--- config.mk ---
export PLATFORM = sky130hd
export DESIGN_NAME = trap_controller
export DESIGN_NICKNAME = d
export VERILOG_FILES = /design/src/rtl/trap_controller.sv
export SDC_FILE = /design/constraint.sdc
export NUM_CORES = 1
export LEC_CHECK = 0
export ABC_AREA = 1
export BUFFER_PORTS_ARGS = -buffer_cell sky130_fd_sc_hd__buf_2
export CORE_MARGIN = 2
export CORE_UTILIZATION = 45
export CTS_CLUSTER_SIZE = 14
export DETAILED_ROUTE_END_ITERATION = 16
export GPL_TIMING_DRIVEN = 0
export PLACE_DENSITY = 0.75
export SKIP_LAST_GASP = 1
export SLEW_MARGIN = 20
export SYNTH_ARGS = -nofsm -noshare
export SYNTH_HDL_FRONTEND = slang
export SYNTH_SLANG_ARGS = --single-unit
--- constraint.sdc ---
create_clock -name clk -period 6.6 [get_ports clk]
set_clock_uncertainty 0.1 [all_clocks]
set_input_delay 1.65 -clock clk [delete_from_list [all_inputs] [get_ports clk]]
set_output_delay 1.65 -clock clk [all_outputs]
set_load 0.03 [all_outputs]
--- src/rtl/trap_controller.sv ---
// trap_controller: machine-mode trap entry/return for the execute stage.
// It holds mstatus/mtvec/mepc/mcause and the privilege level. It issues one
// registered PC redirect plus flush, then holds it until fetch accepts.
module trap_controller #(
  parameter logic [31:0] RESET_TVEC = 32'h0000_0000
) (
  input  logic        clk,
  input  logic        rst_n,
  input  logic        exceptionE,
  input  logic [7:0]  exceptionCodeE,
  input  logic        iretE,
  input  logic [1:0]  retKindE,
  input  logic [31:0] pcE,
  input  logic        irqExt,
  input  logic        csrWe,
  input  logic [11:0] csrAddr,
  input  logic [31:0] csrWData,
  output logic [31:0] csrRData,
  output logic        redirectValid,
  input  logic        redirectReady,
  output logic [31:0] redirectPC,
  output logic        flush,
  output logic        busy,
  output logic [1:0]  privMode
);

  typedef enum logic {IDLE, REDIRECT} state_e;

  localparam logic [11:0] ADDR_MSTATUS = 12'h300;
  localparam logic [11:0] ADDR_MTVEC   = 12'h305;
  localparam logic [11:0] ADDR_MEPC    = 12'h341;
  localparam logic [11:0] ADDR_MCAUSE  = 12'h342;
  localparam logic [1:0]  PRIV_M       = 2'b11;
  localparam logic [1:0]  PRIV_U       = 2'b00;
  localparam logic [31:0] IRQ_CAUSE    = 32'h8000_000B;
  localparam logic [31:0] IRQ_VEC_OFS  = 32'h0000_002C;
  localparam logic [7:0]  ILLEGAL_CODE = 8'd2;

  state_e      state_q, state_d;
  logic [1:0]  priv_q, priv_d;
  logic        mie_q, mie_d;
  logic        mpie_q, mpie_d;
  logic [1:0]  mpp_q, mpp_d;
  logic [31:0] mtvec_q, mtvec_d;
  logic [31:0] mepc_q, mepc_d;
  logic [31:0] mcause_q, mcause_d;
  logic        redirect_valid_q, redirect_valid_d;
  logic [31:0] redirect_pc_q, redirect_pc_d;

  logic        bad_ret;
  logic        exc_sel;
  logic        mret_sel;
  logic        irq_sel;
  logic [7:0]  exc_code;
  logic [31:0] tvec_base;

  // Event priority: exception (including unsupported xRET) > mret > interrupt.
  always_comb begin
    bad_ret   = iretE && (retKindE != 2'b11);
    exc_sel   = exceptionE || bad_ret;
    mret_sel  = !exc_sel && iretE;
    irq_sel   = !exc_sel && !iretE && irqExt && mie_q;
    exc_code  = exceptionE ? exceptionCodeE : ILLEGAL_CODE;
    tvec_base = {mtvec_q[31:2], 2'b00};
  end

  // Next-state, CSR update and redirect generation.
  // NOTE: every *_d gets its _q value first so no path through this block can infer a latch.
  always_comb begin
    state_d          = state_q;
    priv_d           = priv_q;
    mie_d            = mie_q;
    mpie_d           = mpie_q;
    mpp_d            = mpp_q;
    mtvec_d          = mtvec_q;
    mepc_d           = mepc_q;
    mcause_d         = mcause_q;
    redirect_valid_d = redirect_valid_q;
    redirect_pc_d    = redirect_pc_q;

    case (state_q)
      IDLE: begin
        if (exc_sel || irq_sel) begin
          mepc_d           = pcE & 32'hFFFF_FFFC;
          mcause_d         = irq_sel ? IRQ_CAUSE : {24'b0, exc_code};
          mpie_d           = mie_q;
          mie_d            = 1'b0;
          mpp_d            = priv_q;
          priv_d           = PRIV_M;
          redirect_pc_d    = (irq_sel && mtvec_q[0]) ? tvec_base + IRQ_VEC_OFS : tvec_base;
          redirect_valid_d = 1'b1;
          state_d          = REDIRECT;
        end else if (mret_sel) begin
          priv_d           = mpp_q;
          mie_d            = mpie_q;
          mpie_d           = 1'b1;
          mpp_d            = PRIV_U;
          redirect_pc_d    = mepc_q;
          redirect_valid_d = 1'b1;
          state_d          = REDIRECT;
        end else if (csrWe) begin
          // Software CSR writes land only on cycles with no trap or return.
          case (csrAddr)
            ADDR_MSTATUS: begin
              mie_d  = csrWData[3];
              mpie_d = csrWData[7];
              mpp_d  = (csrWData[12:11] == PRIV_M) ? PRIV_M : PRIV_U;
            end
            ADDR_MTVEC:  mtvec_d  = csrWData;
            ADDR_MEPC:   mepc_d   = csrWData & 32'hFFFF_FFFC;
            ADDR_MCAUSE: mcause_d = csrWData;
            default: ;
          endcase
        end
      end
      REDIRECT: begin
        if (redirectReady) begin
          redirect_valid_d = 1'b0;
          state_d          = IDLE;
        end
      end
      default: state_d = IDLE;
    endcase
  end

  // State register with synchronous active-low reset.
  // NOTE: sequential state uses non-blocking assignments so all flops update together at the edge.
  always_ff @(posedge clk) begin
    if (!rst_n) begin
      state_q          <= IDLE;
      priv_q           <= PRIV_M;
      mie_q            <= 1'b0;
      mpie_q           <= 1'b0;
      mpp_q            <= PRIV_U;
      mtvec_q          <= RESET_TVEC;
      mepc_q           <= 32'h0;
      mcause_q         <= 32'h0;
      redirect_valid_q <= 1'b0;
      redirect_pc_q    <= 32'h0;
    end else begin
      state_q          <= state_d;
      priv_q           <= priv_d;
      mie_q            <= mie_d;
      mpie_q           <= mpie_d;
      mpp_q            <= mpp_d;
      mtvec_q          <= mtvec_d;
      mepc_q           <= mepc_d;
      mcause_q         <= mcause_d;
      redirect_valid_q <= redirect_valid_d;
      redirect_pc_q    <= redirect_pc_d;
    end
  end

  // CSR read port shows pre-edge register state; unmapped addresses read zero.
  always_comb begin
    csrRData = 32'h0;
    case (csrAddr)
      ADDR_MSTATUS: csrRData = {19'b0, mpp_q, 3'b0, mpie_q, 3'b0, mie_q, 3'b0};
      ADDR_MTVEC:   csrRData = mtvec_q;
      ADDR_MEPC:    csrRData = mepc_q;
      ADDR_MCAUSE:  csrRData = mcause_q;
      default:      csrRData = 32'h0;
    endcase
  end

  // Redirect, flush and stall are all asserted exactly while REDIRECT is held.
  assign redirectValid = redirect_valid_q;
  assign flush         = redirect_valid_q;
  assign busy          = redirect_valid_q;
  assign redirectPC    = redirect_pc_q;
  assign privMode      = priv_q;

endmodule

==> run_results.csv <==
group,metric,value,unit
power,internal-power,0.00158,W
final_layout,area_growth,23.3,%
worst_setup_path,criticalPathCategory,"input port to primary output",
floorplan,io_pins,162,
sta,relSlewSlack,0.487,
synthesis,syn-cell-area,0.00707,mm^2
power,ir_drop,204,uV
clock_network,numCtsBuffers,17,
floorplan,initial_core_util,0.464,
place,pre_cts_slack,1.03,ns
clock_network,h-tree-depth,4,
synthesis,yosys-top-cells-count,"nand2_1, nor2_1, dfxtp_1",
global_routing,grt_pass1_vias,7360,
sta,fin_crit,5.67,ns
floorplan,fp-row-count,45,
synthesis,synth_top_area_cell,"dfxtp_1",
clock_network,cts.clk_slew.worst_paths,0.05,ns
place,hpwl,21.6,mm
final_layout,final_util,0.572,
route,routed-via-count,8400,
power,leakage,3.85,nW
global_routing,grt_pass1_wl,40.8,mm
route,viasPerCell,5.57,
worst_setup_path,cp-start-kind,"input port",
sta,hold_viol,0,
synthesis,synth_edf_count,0,
clock_network,root_buffer,"clkbuf_16",
sta,setup_viol,0,
final_layout,drive_gt1_frac,0.181,
worst_setup_path,cp_max_fo,10,
clock_network,cts_resized,0,
sta,fin_crit_sh,0.859,
power,pwr-share-comb,0.165,
clock_network,worstSkewPairLatency,0.43,ns
place,finalWeightedCongestion,0.984,
synthesis,syn_avg_cell_area,6.39,um^2
synthesis,yosysUniqueCellTypes,40,
synthesis,ys_seq_area_frac,0.374,
worst_setup_path,crit_required,4.85,ns
route,drt.antenna.violating_nets,0,
synthesis,synth-main-ff-cell,"dfxtp_1",
power,switchingPower,0.000649,W
sta,fin_ws,0.932,ns
final_layout,nNetsFinal,1377,
sta,tightestPinTransition,0.770,ns
power,sequentialPowerShare,0.405,
route,drcViolationCount,0,
route,wire_per_inst,18.2,um
global_routing,grt.total_usage,0.326,
sta,fmax,176,MHz
synthesis,synth.most_common_cell,"nand2_1",
synthesis,synthCells,1107,
worst_setup_path,worstSetupEndpointType,"primary output",
synthesis,yosys.area.top_type_share,0.374,
sta,slew_viol_final,0,
clock_network,cts_tree,"yes",
floorplan,core,0.0153,mm^2
job,drv_cap,0,
final_layout,multi_input_area,0.00381,mm^2
floorplan,die_w,129,um
power,power-per-cell-area,256,mW/mm^2
worst_setup_path,crit_arrival,3.92,ns
clock_network,post_cts_buffers,0,
clock_network,ctsHoldBuffers,0,
global_routing,gr-total-overflow,0,
global_routing,grt_max_degree,17,
min_path,worst_hold_path_type,"register to register",
final_layout,nFillCells,1556,
global_routing,grt_antenna_before_repair,0,
clock_network,clockBufferDepth,2,
floorplan,die_y,129,um
synthesis,ys_top_cells_by_area,"dfxtp_1, nand2_1, nor2_1",
power,clkPwrFrac,0.429,
synthesis,ys_ff_latch,132,
final_layout,diodes,0,
synthesis,yosys_warnings,0,
synthesis,async_flop_share,0,
status,outcome,"complete, no violations",
route,drtIter0Drc,957,
clock_network,clock_sinks,132,
route,wirelength,27.4,mm
route,dr.pass1.iters,6,
floorplan,die_area,0.0167,mm^2
sta,finalSetupTns,0,ns
power,switching_share,0.291,
sta,rsz0062_at_grt,"no",
final_layout,seqCellArea,0.00264,mm^2
place,io_buffers,156,
## critical path: stages
cell	delay, ns
buf_2	0.09
nor2_1	0.08
nand3_1	0.13
inv_2	0.10
nand2_1	0.09
nor3_4	0.36
nand2_1	0.21
inv_1	0.17
clkbuf_1	0.43
nand2_1	0.16
o211ai_1	0.18
buf_2	0.26
## path summary, 6_finish.rpt
kind	to	depth (start not counted)	from	slack [ns]
max	csrRData[22]	12	csrAddr[11]	0.93
min	redirectPC[18]	2	redirectPC[18]	0.36
max reg2reg	redirectPC[16]	9	mie_q	4.24
min reg2reg	redirectPC[18]	2	redirectPC[18]	0.36
## cell families (layout without fill, tap and decap cells)
family,after synthesis,count (layout),synth area share
simple gates,543,543,0.314
compound gates,276,276,0.215
buf+inv,149,337,0.0888
flops,132,132,0.374
xor+xnor,5,5,0.00619
fa+ha+maj,1,1,0.00177
other cells,1,2,0.000530
## metrics by stage
stage          total power [W]  instances  cell area [um^2]  hold WS [ns]
6_report               0.00223       1507              8720         0.359
5_1_grt                0.00231       1507              8720         0.381
4_1_cts                0.00222       1507              8720         0.361
3_5_place_dp           0.00128       1475              8120         0.353
3_3_place_gp           0.00127       1475              8120         0.345
2_1_floorplan          0.00114       1108              7080         0.325
## power groups by stage
stage	clock, W	sequential (W)	combinational, W
finish	0.000957	0.000904	0.000369
global route	0.000994	0.000909	0.000403
CTS	0.000958	0.000902	0.000360
detailed placement	0	0.000918	0.000358
global placement	0	0.000916	0.000353
floorplan	0	0.000937	0.000202
## placed cells by master (no fill, tap or decap), types with 2 or more instances in the layout
cell and count:
nand3_1 67, clkinv_1 2, clkinv_2 3, clkinvlp_4 3, nand4_1 8, o21ai_1 32
nor2_1 149, nand2_2 5, nor2_2 3, conb_1 2, a31oi_1 14, o21bai_1 4
buf_4 9, o211ai_1 23, clkbuf_8 5, buf_6 2, clkbuf_16 17, a21oi_1 76
nor3_1 5, o2111ai_1 4, o21ai_0 111, dfxtp_1 132, nand2_1 297, clkbuf_1 38
nor3_4 2, bufinv_16 2, xor2_1 5, or2_2 2, inv_2 6, inv_1 74
o221ai_1 6, buf_2 172, buf_1 4
## flip-flops by register name, summed over array words and instances (netlist names)
signal      count
busy            1
state_q         1
mtvec_q        32
mcause_q       32
mpie_q          1
privMode        2
mie_q           1
mpp_q           2
redirectPC     30
mepc_q         30
## final cells by class
cell class | count | area share
buffer | 67 | 0.0367
clock buffer | 24 | 0.0575
inverter | 82 | 0.0353
clock inverter | 8 | 0.0112
timing repair buffer | 156 | 0.0895
sequential | 132 | 0.303
tap | 211 | 0.0303
multi-input combinational | 827 | 0.437
## routing by layer
metal / part of all wire / GRT usage / vias to the layer above
li1: - / - / 4003
met1: 0.41 / 0.443 / 3772
met2: 0.44 / 0.509 / 548
met3: 0.12 / 0.0714 / 77
met4: 0.036 / 0.125 / 0
met5: 0 / 0 / -
(Power assumes the default switching activity.)
